===== src/rtl/ex_operand_stage.sv =====
// ID/EX operand register: captures decoded operands, resolves MEM/WB forwarding,
// and drives the ALU's SrcA/SrcB/sel with RV32I shift-amount masking.
//
// Ports:
//   clk, rst_n      clock / async active-low reset
//   flush           kill the held and incoming entry
//   in_*            decode-side handshake and operands
//   fwd_mem_*       MEM-stage forwarding source (highest priority)
//   fwd_wb_*        WB-stage forwarding source
//   out_valid/ready EX-side handshake
//   SrcA, SrcB, sel ALU operands and op code
//   out_rd_addr     destination index
//   out_reg_write   write enable, 0 whenever out_valid is 0
//   out_store_data  forwarded rs2 value for stores
module ex_operand_stage #(
  parameter int XLEN      = 32,
  parameter int RF_ADDR_W = 5
) (
  input  logic                 clk,
  input  logic                 rst_n,
  input  logic                 flush,
  input  logic                 in_valid,
  output logic                 in_ready,
  input  logic [RF_ADDR_W-1:0] in_rs1_addr,
  input  logic [RF_ADDR_W-1:0] in_rs2_addr,
  input  logic [RF_ADDR_W-1:0] in_rd_addr,
  input  logic [XLEN-1:0]      in_rs1_data,
  input  logic [XLEN-1:0]      in_rs2_data,
  input  logic [XLEN-1:0]      in_imm,
  input  logic [XLEN-1:0]      in_pc,
  input  logic [2:0]           in_alu_sel,
  input  logic                 in_srca_pc,
  input  logic                 in_srcb_imm,
  input  logic                 in_reg_write,
  input  logic                 fwd_mem_en,
  input  logic [RF_ADDR_W-1:0] fwd_mem_rd,
  input  logic [XLEN-1:0]      fwd_mem_data,
  input  logic                 fwd_wb_en,
  input  logic [RF_ADDR_W-1:0] fwd_wb_rd,
  input  logic [XLEN-1:0]      fwd_wb_data,
  output logic                 out_valid,
  input  logic                 out_ready,
  output logic [XLEN-1:0]      SrcA,
  output logic [XLEN-1:0]      SrcB,
  output logic [2:0]           sel,
  output logic [RF_ADDR_W-1:0] out_rd_addr,
  output logic                 out_reg_write,
  output logic [XLEN-1:0]      out_store_data
);

  typedef struct packed {
    logic [RF_ADDR_W-1:0] rs1_addr;
    logic [RF_ADDR_W-1:0] rs2_addr;
    logic [RF_ADDR_W-1:0] rd_addr;
    logic [XLEN-1:0]      rs1_val;
    logic [XLEN-1:0]      rs2_val;
    logic [XLEN-1:0]      imm;
    logic [XLEN-1:0]      pc;
    logic [2:0]           sel;
    logic                 srca_pc;
    logic                 srcb_imm;
    logic                 reg_write;
  } entry_t;

  entry_t ent_q, ent_d;
  logic   valid_q, valid_d;
  logic   capture;
  logic   hold;

  // MEM beats WB beats the supplied value; x0 is never forwarded.
  function automatic logic [XLEN-1:0] fwd(
    input logic [RF_ADDR_W-1:0] a,
    input logic [XLEN-1:0]      v,
    input logic                 m_en,
    input logic [RF_ADDR_W-1:0] m_rd,
    input logic [XLEN-1:0]      m_d,
    input logic                 w_en,
    input logic [RF_ADDR_W-1:0] w_rd,
    input logic [XLEN-1:0]      w_d
  );
    logic m_hit, w_hit;
    logic [XLEN-1:0] r;
    m_hit = m_en && (m_rd == a) && (a != '0);
    w_hit = w_en && (w_rd == a) && (a != '0);
    unique case (1'b1)
      m_hit:            r = m_d;
      !m_hit && w_hit:  r = w_d;
      default:          r = v;
    endcase
    return r;
  endfunction

  assign in_ready = !valid_q || out_ready;
  assign capture  = in_valid && in_ready && !flush;
  assign hold     = valid_q && !out_ready;

  always_comb begin
    ent_d   = ent_q;
    valid_d = valid_q;
    if (flush) begin
      valid_d         = 1'b0;
      ent_d.reg_write = 1'b0;
    end else if (capture) begin
      valid_d         = 1'b1;
      ent_d.rs1_addr  = in_rs1_addr;
      ent_d.rs2_addr  = in_rs2_addr;
      ent_d.rd_addr   = in_rd_addr;
      ent_d.rs1_val   = fwd(in_rs1_addr, in_rs1_data,
                            fwd_mem_en, fwd_mem_rd, fwd_mem_data,
                            fwd_wb_en, fwd_wb_rd, fwd_wb_data);
      ent_d.rs2_val   = fwd(in_rs2_addr, in_rs2_data,
                            fwd_mem_en, fwd_mem_rd, fwd_mem_data,
                            fwd_wb_en, fwd_wb_rd, fwd_wb_data);
      ent_d.imm       = in_imm;
      ent_d.pc        = in_pc;
      ent_d.sel       = in_alu_sel;
      ent_d.srca_pc   = in_srca_pc;
      ent_d.srcb_imm  = in_srcb_imm;
      ent_d.reg_write = in_reg_write;
    end else if (hold) begin
      // A stalled entry keeps picking up results retiring behind it.
      ent_d.rs1_val = fwd(ent_q.rs1_addr, ent_q.rs1_val,
                          fwd_mem_en, fwd_mem_rd, fwd_mem_data,
                          fwd_wb_en, fwd_wb_rd, fwd_wb_data);
      ent_d.rs2_val = fwd(ent_q.rs2_addr, ent_q.rs2_val,
                          fwd_mem_en, fwd_mem_rd, fwd_mem_data,
                          fwd_wb_en, fwd_wb_rd, fwd_wb_data);
    end else if (out_ready) begin
      valid_d = 1'b0;
    end
  end

  always_ff @(posedge clk or negedge rst_n) begin
    if (!rst_n) begin
      ent_q   <= '0;
      valid_q <= 1'b0;
    end else begin
      ent_q   <= ent_d;
      valid_q <= valid_d;
    end
  end

  logic [XLEN-1:0] opb;
  logic            is_shift;

  assign opb      = ent_q.srcb_imm ? ent_q.imm : ent_q.rs2_val;
  assign is_shift = (ent_q.sel == 3'b001) || (ent_q.sel == 3'b101);

  assign SrcA           = ent_q.srca_pc ? ent_q.pc : ent_q.rs1_val;
  assign SrcB           = is_shift ? {{(XLEN-5){1'b0}}, opb[4:0]} : opb;
  assign sel            = ent_q.sel;
  assign out_valid      = valid_q;
  assign out_rd_addr    = ent_q.rd_addr;
  assign out_reg_write  = valid_q && ent_q.reg_write;
  assign out_store_data = ent_q.rs2_val;

endmodule


===== config.mk =====
export PLATFORM = sky130hd
export DESIGN_NAME = ex_operand_stage
export DESIGN_NICKNAME = d
export VERILOG_FILES = /design/src/rtl/ex_operand_stage.sv
export SDC_FILE = /design/constraint.sdc
export NUM_CORES = 1
export LEC_CHECK = 0
export CORE_UTILIZATION = 42
export CTS_CLUSTER_SIZE = 8
export DETAILED_ROUTE_END_ITERATION = 10
export PLACE_DENSITY_LB_ADDON = 0.2
export SYNTH_ARGS = -nofsm -noshare
export SYNTH_HDL_FRONTEND = slang
export SYNTH_SLANG_ARGS = --single-unit

===== constraint.sdc =====
create_clock -name clk -period 2.7 [get_ports clk]
set_clock_uncertainty 0.15 [all_clocks]
set_input_delay 0.675 -clock clk [delete_from_list [all_inputs] [get_ports clk]]
set_output_delay 0.675 -clock clk [all_outputs]
set_load 0.05 [all_outputs]

==> results.md <==
- Final Util: 0.689
- Number of synthesized register bits: 150
- Final TNS setup: 0 ns
- Worst Slack Setup Final: approximately 0.028 ns
- Hpwl dp: roughly 33000 um
- Layout Cells excl Fill: between 2000 and 2500
- Placer Congestion: about 0.98
- Worst Reg-to-Reg Cells: 10
- # IOs: roughly 340
- Post-synthesis xor/xnor area fraction: 0.0349
- Largest net degree at the start of global routing: 55
- Met1 Usage GRT: 0.459
- Worst-path clk slew: 0.08 ns
- Leak pwr: 7.33 nW
- Die Width: 161 um
- Critical path launch point type: flip-flop
- Fin. max-slew vios: 0
- Core ar.: 0.0245 sq mm
- H-tree levels: 4
- Met3 Track Usage GR: 0.0721
- Yosys warning count: 0
- Total die area: 0.0258 sq mm
- Slew margin rel.: 0.610
- Final #Nets: just over 2000
- Routed wire per std cell: approximately 21 um
- Clk pwr share: 0.227
- Critical R2R Capture: ent_q[114]
- Netlist Area Pre-Place: 0.0106 sq mm
- FMAX: approximately 0.37 GHz
- Setup-failing EPs final: 0
- Worst slew pin tran: between 0.5 and 0.6 ns
- Fillers: a little under 2000
- CTS root buf: clkbuf_16
- Worst skew pair latency: about 0.44 ns
- Number of port buffers: 336
- Synth Area in Compound Gates: 0.204
- Detailed router's first-iteration violation count: between 1000 and 1500
- Max Cap Viol: 0
- Avg Cell Area, Syn: 7.60 sq um
- Tmin final: 2.67 ns
- Die H: about 160 um
- Area Growth Syn to Fin: 59.8%
- Sequential power share: 0.284
- Met2 Use GR: 0.568
- Post-synth top area share: 0.356
- Switching Share: 0.423
- Dpl ws: -0.658 ns
- Gr busiest metal: met2
- Power Density: between 600 and 700 mW/mm^2
- Placed Cells: between 2000 and 2500
- Setup slack, reg-to-reg: ~0.028 ns
- Logic pwr share: 0.489
- Worst Hold Class: in -> async
- Via Count: 12500
- Total track usage: 0.351
- Synth Area in Adders: 0
- Top-count cell post-synth: nand2_1
- Main flop type after synthesis: dfrtp_1
- Gate Count Post-Synth: about 1400
- Worst setup EP type: flip-flop
- Routed Wire Length: ~45000 um
- Number of global-route vias before repair: 12400
- Critical Path RT: 2.87 ns
- Pint: between 6 and 7 mW
- NetSw: ~4.7 mW
- Mux share of post-synthesis cell area: 0.0698
- Netlist cell types: 36
- RR Startpoint: ent_q[146]
- GR Overflow Total: 0
- Dominant cells by area after synthesis: dfrtp_1, nand2_1, a311oi_1
- Avg Vias per Cell: 5.89
- Commonest cells post-synth: nand2_1, dfrtp_1, a311oi_1
- DR pass1 iterations: 7
- Detail Route Antenna Nets: 0
- CTS Hold Buffers Added: 0
- First-pass GRT wire length: around 70000 um
- Arr. time, crit path: 2.84 ns
- Max clock buf depth: 2
- Sequential share of the synthesized area: 0.356
- Status: finished, final reports clean
- Inserted Clock Buffers: 17
- Peak supply drop: about 0.4 mV
- EDFF count, synth: 0
- WS Path Type: reg -> reg
- Syn Nets: between 1500 and 2000
- Fin crit share: 0.990
- CTS tree: built
- Remaining DRCs: 0
- Layout cell share with drive strength beyond 1: 0.216
- Final Hold Viols: 0
- Max FO, Critical Path: 19
- Main combinational cell family by area after synthesis: simple AND/OR/NAND/NOR gates
- Simple-gate share of the synthesized area: 0.247
- CTS sink count: 150
- Std-Cell Rows: 57
- Leading area contributor after synthesis: dfrtp_1
- Initial antenna violation count: 3
- Asr flop ratio synth: 1.00
- Initial Util: 0.431
==> per-stage QoR <==
stage	cell area, sq um	power (mW)	hold slack [ns]
after floorplan	10600	6.17	0.229
after global placement	15800	8.51	0.301
after detailed placement	15800	8.57	0.307
after CTS	16600	11.1	0.0592
after global routing	16900	11.6	0.0729
final	16900	11.2	0.0372
==> how the worst max path moves through the flow <==
stage	start	to	slack, ns
2_1_floorplan	ent_q[1]	SrcB[12]	0.10
3_3_place_gp	in_rs2_addr[3]	out_store_data[6]	-0.59
3_5_place_dp	in_rs2_addr[3]	out_store_data[6]	-0.66
4_1_cts	fwd_mem_rd[4]	out_store_data[6]	-0.01
5_1_grt	ent_q[146]	ent_q[114]	-0.05
6_report	ent_q[146]	ent_q[114]	0.03
==> flip-flops by register name (all words and copies together), names as in the netlist <==
| register | flops |
|---|---|
| ent_q | 109 |
| out_store_data | 32 |
| out_rd_addr | 5 |
| sel | 3 |
| out_valid | 1 |
==> timing repair <==
action,4_1_cts,5_1_grt
pin swaps,22,25
gates resized for setup,33,30
hold endpoints to repair,0,0
cloned,2,2
setup endpoints to repair,69,62
setup buffers,3,6
==> cell type report <==
type,count,area [sq um],share of cell area
inverter,7,26.3,0.00156
sequential,150,3750,0.223
antenna,2,5.00,0.000297
clock buffer,17,425,0.0252
multi-input combinational,1052,6080,0.361
tap,324,405,0.0240
timing repair buffer,554,5980,0.355
clock inverter,15,185,0.0110
==> critical path, stage by stage, from the launching register on <==
cell and delay (ns):
dfrtp_1 0.38, or4_1 0.58, nor2_4 0.14, buf_4 0.14
nor4_4 0.03, buf_4 0.16, and2_1 0.20, buf_12 0.18
a311oi_1 0.32, buf_4 0.20, o21ai_1 0.06
==> per-layer routing <==
| metal | share of wire | routed length [um] |
|---|---|---|
| met1 | 0.40 | 18300 |
| met2 | 0.46 | 21000 |
| met3 | 0.096 | 4360 |
| met4 | 0.041 | 1860 |
| met5 | 0.00029 | 13 |
==> power by group through the flow <==
| stage | combinational, mW | sequential (mW) | clock, mW |
|---|---|---|---|
| finish | 5.47 | 3.17 | 2.54 |
| global route | 5.73 | 3.21 | 2.64 |
| CTS | 5.41 | 3.16 | 2.56 |
| detailed placement | 5.38 | 3.19 | 0 |
| global placement | 5.33 | 3.19 | 0 |
| floorplan | 3.20 | 2.97 | 0 |
==> cells in the final DEF (no fill, tap or decap), types with 3 or more instances in the layout <==
master	Yosys	layout
nor2_1	86	82
xnor2_1	36	34
a311oi_2	0	12
or3_1	9	9
mux2i_1	32	32
dfrtp_1	150	149
dlygate4sd2_1	0	11
dlymetal6s2s_1	0	9
nand4_1	13	13
inv_1	7	7
inv_8	0	5
buf_12	0	80
nor2_4	0	3
mux2_2	37	37
a21oi_1	66	66
o21ai_1	99	102
buf_4	46	186
nand2b_1	6	5
o21ai_0	27	24
xor2_1	6	4
or2_1	4	3
o31a_1	5	5
a311oi_1	116	102
clkbuf_16	0	19
and2_1	3	3
o211ai_4	0	3
nand2_1	373	373
clkdlybuf4s50_1	0	253
buf_6	4	9
nor3_1	61	60
nand3_1	53	53
==> cell families (layout without fill, tap and decap cells) <==
kind of cell	Yosys count	count (layout)
AND/OR/NAND/NOR	618	618
AO/OA/AOI/OAI	323	323
buffers and inverters	187	593
flip-flops	150	150
multiplexers	69	69
XOR/XNOR	42	42
other	0	2
No activity file was read; power rests on OpenSTA's default activity.
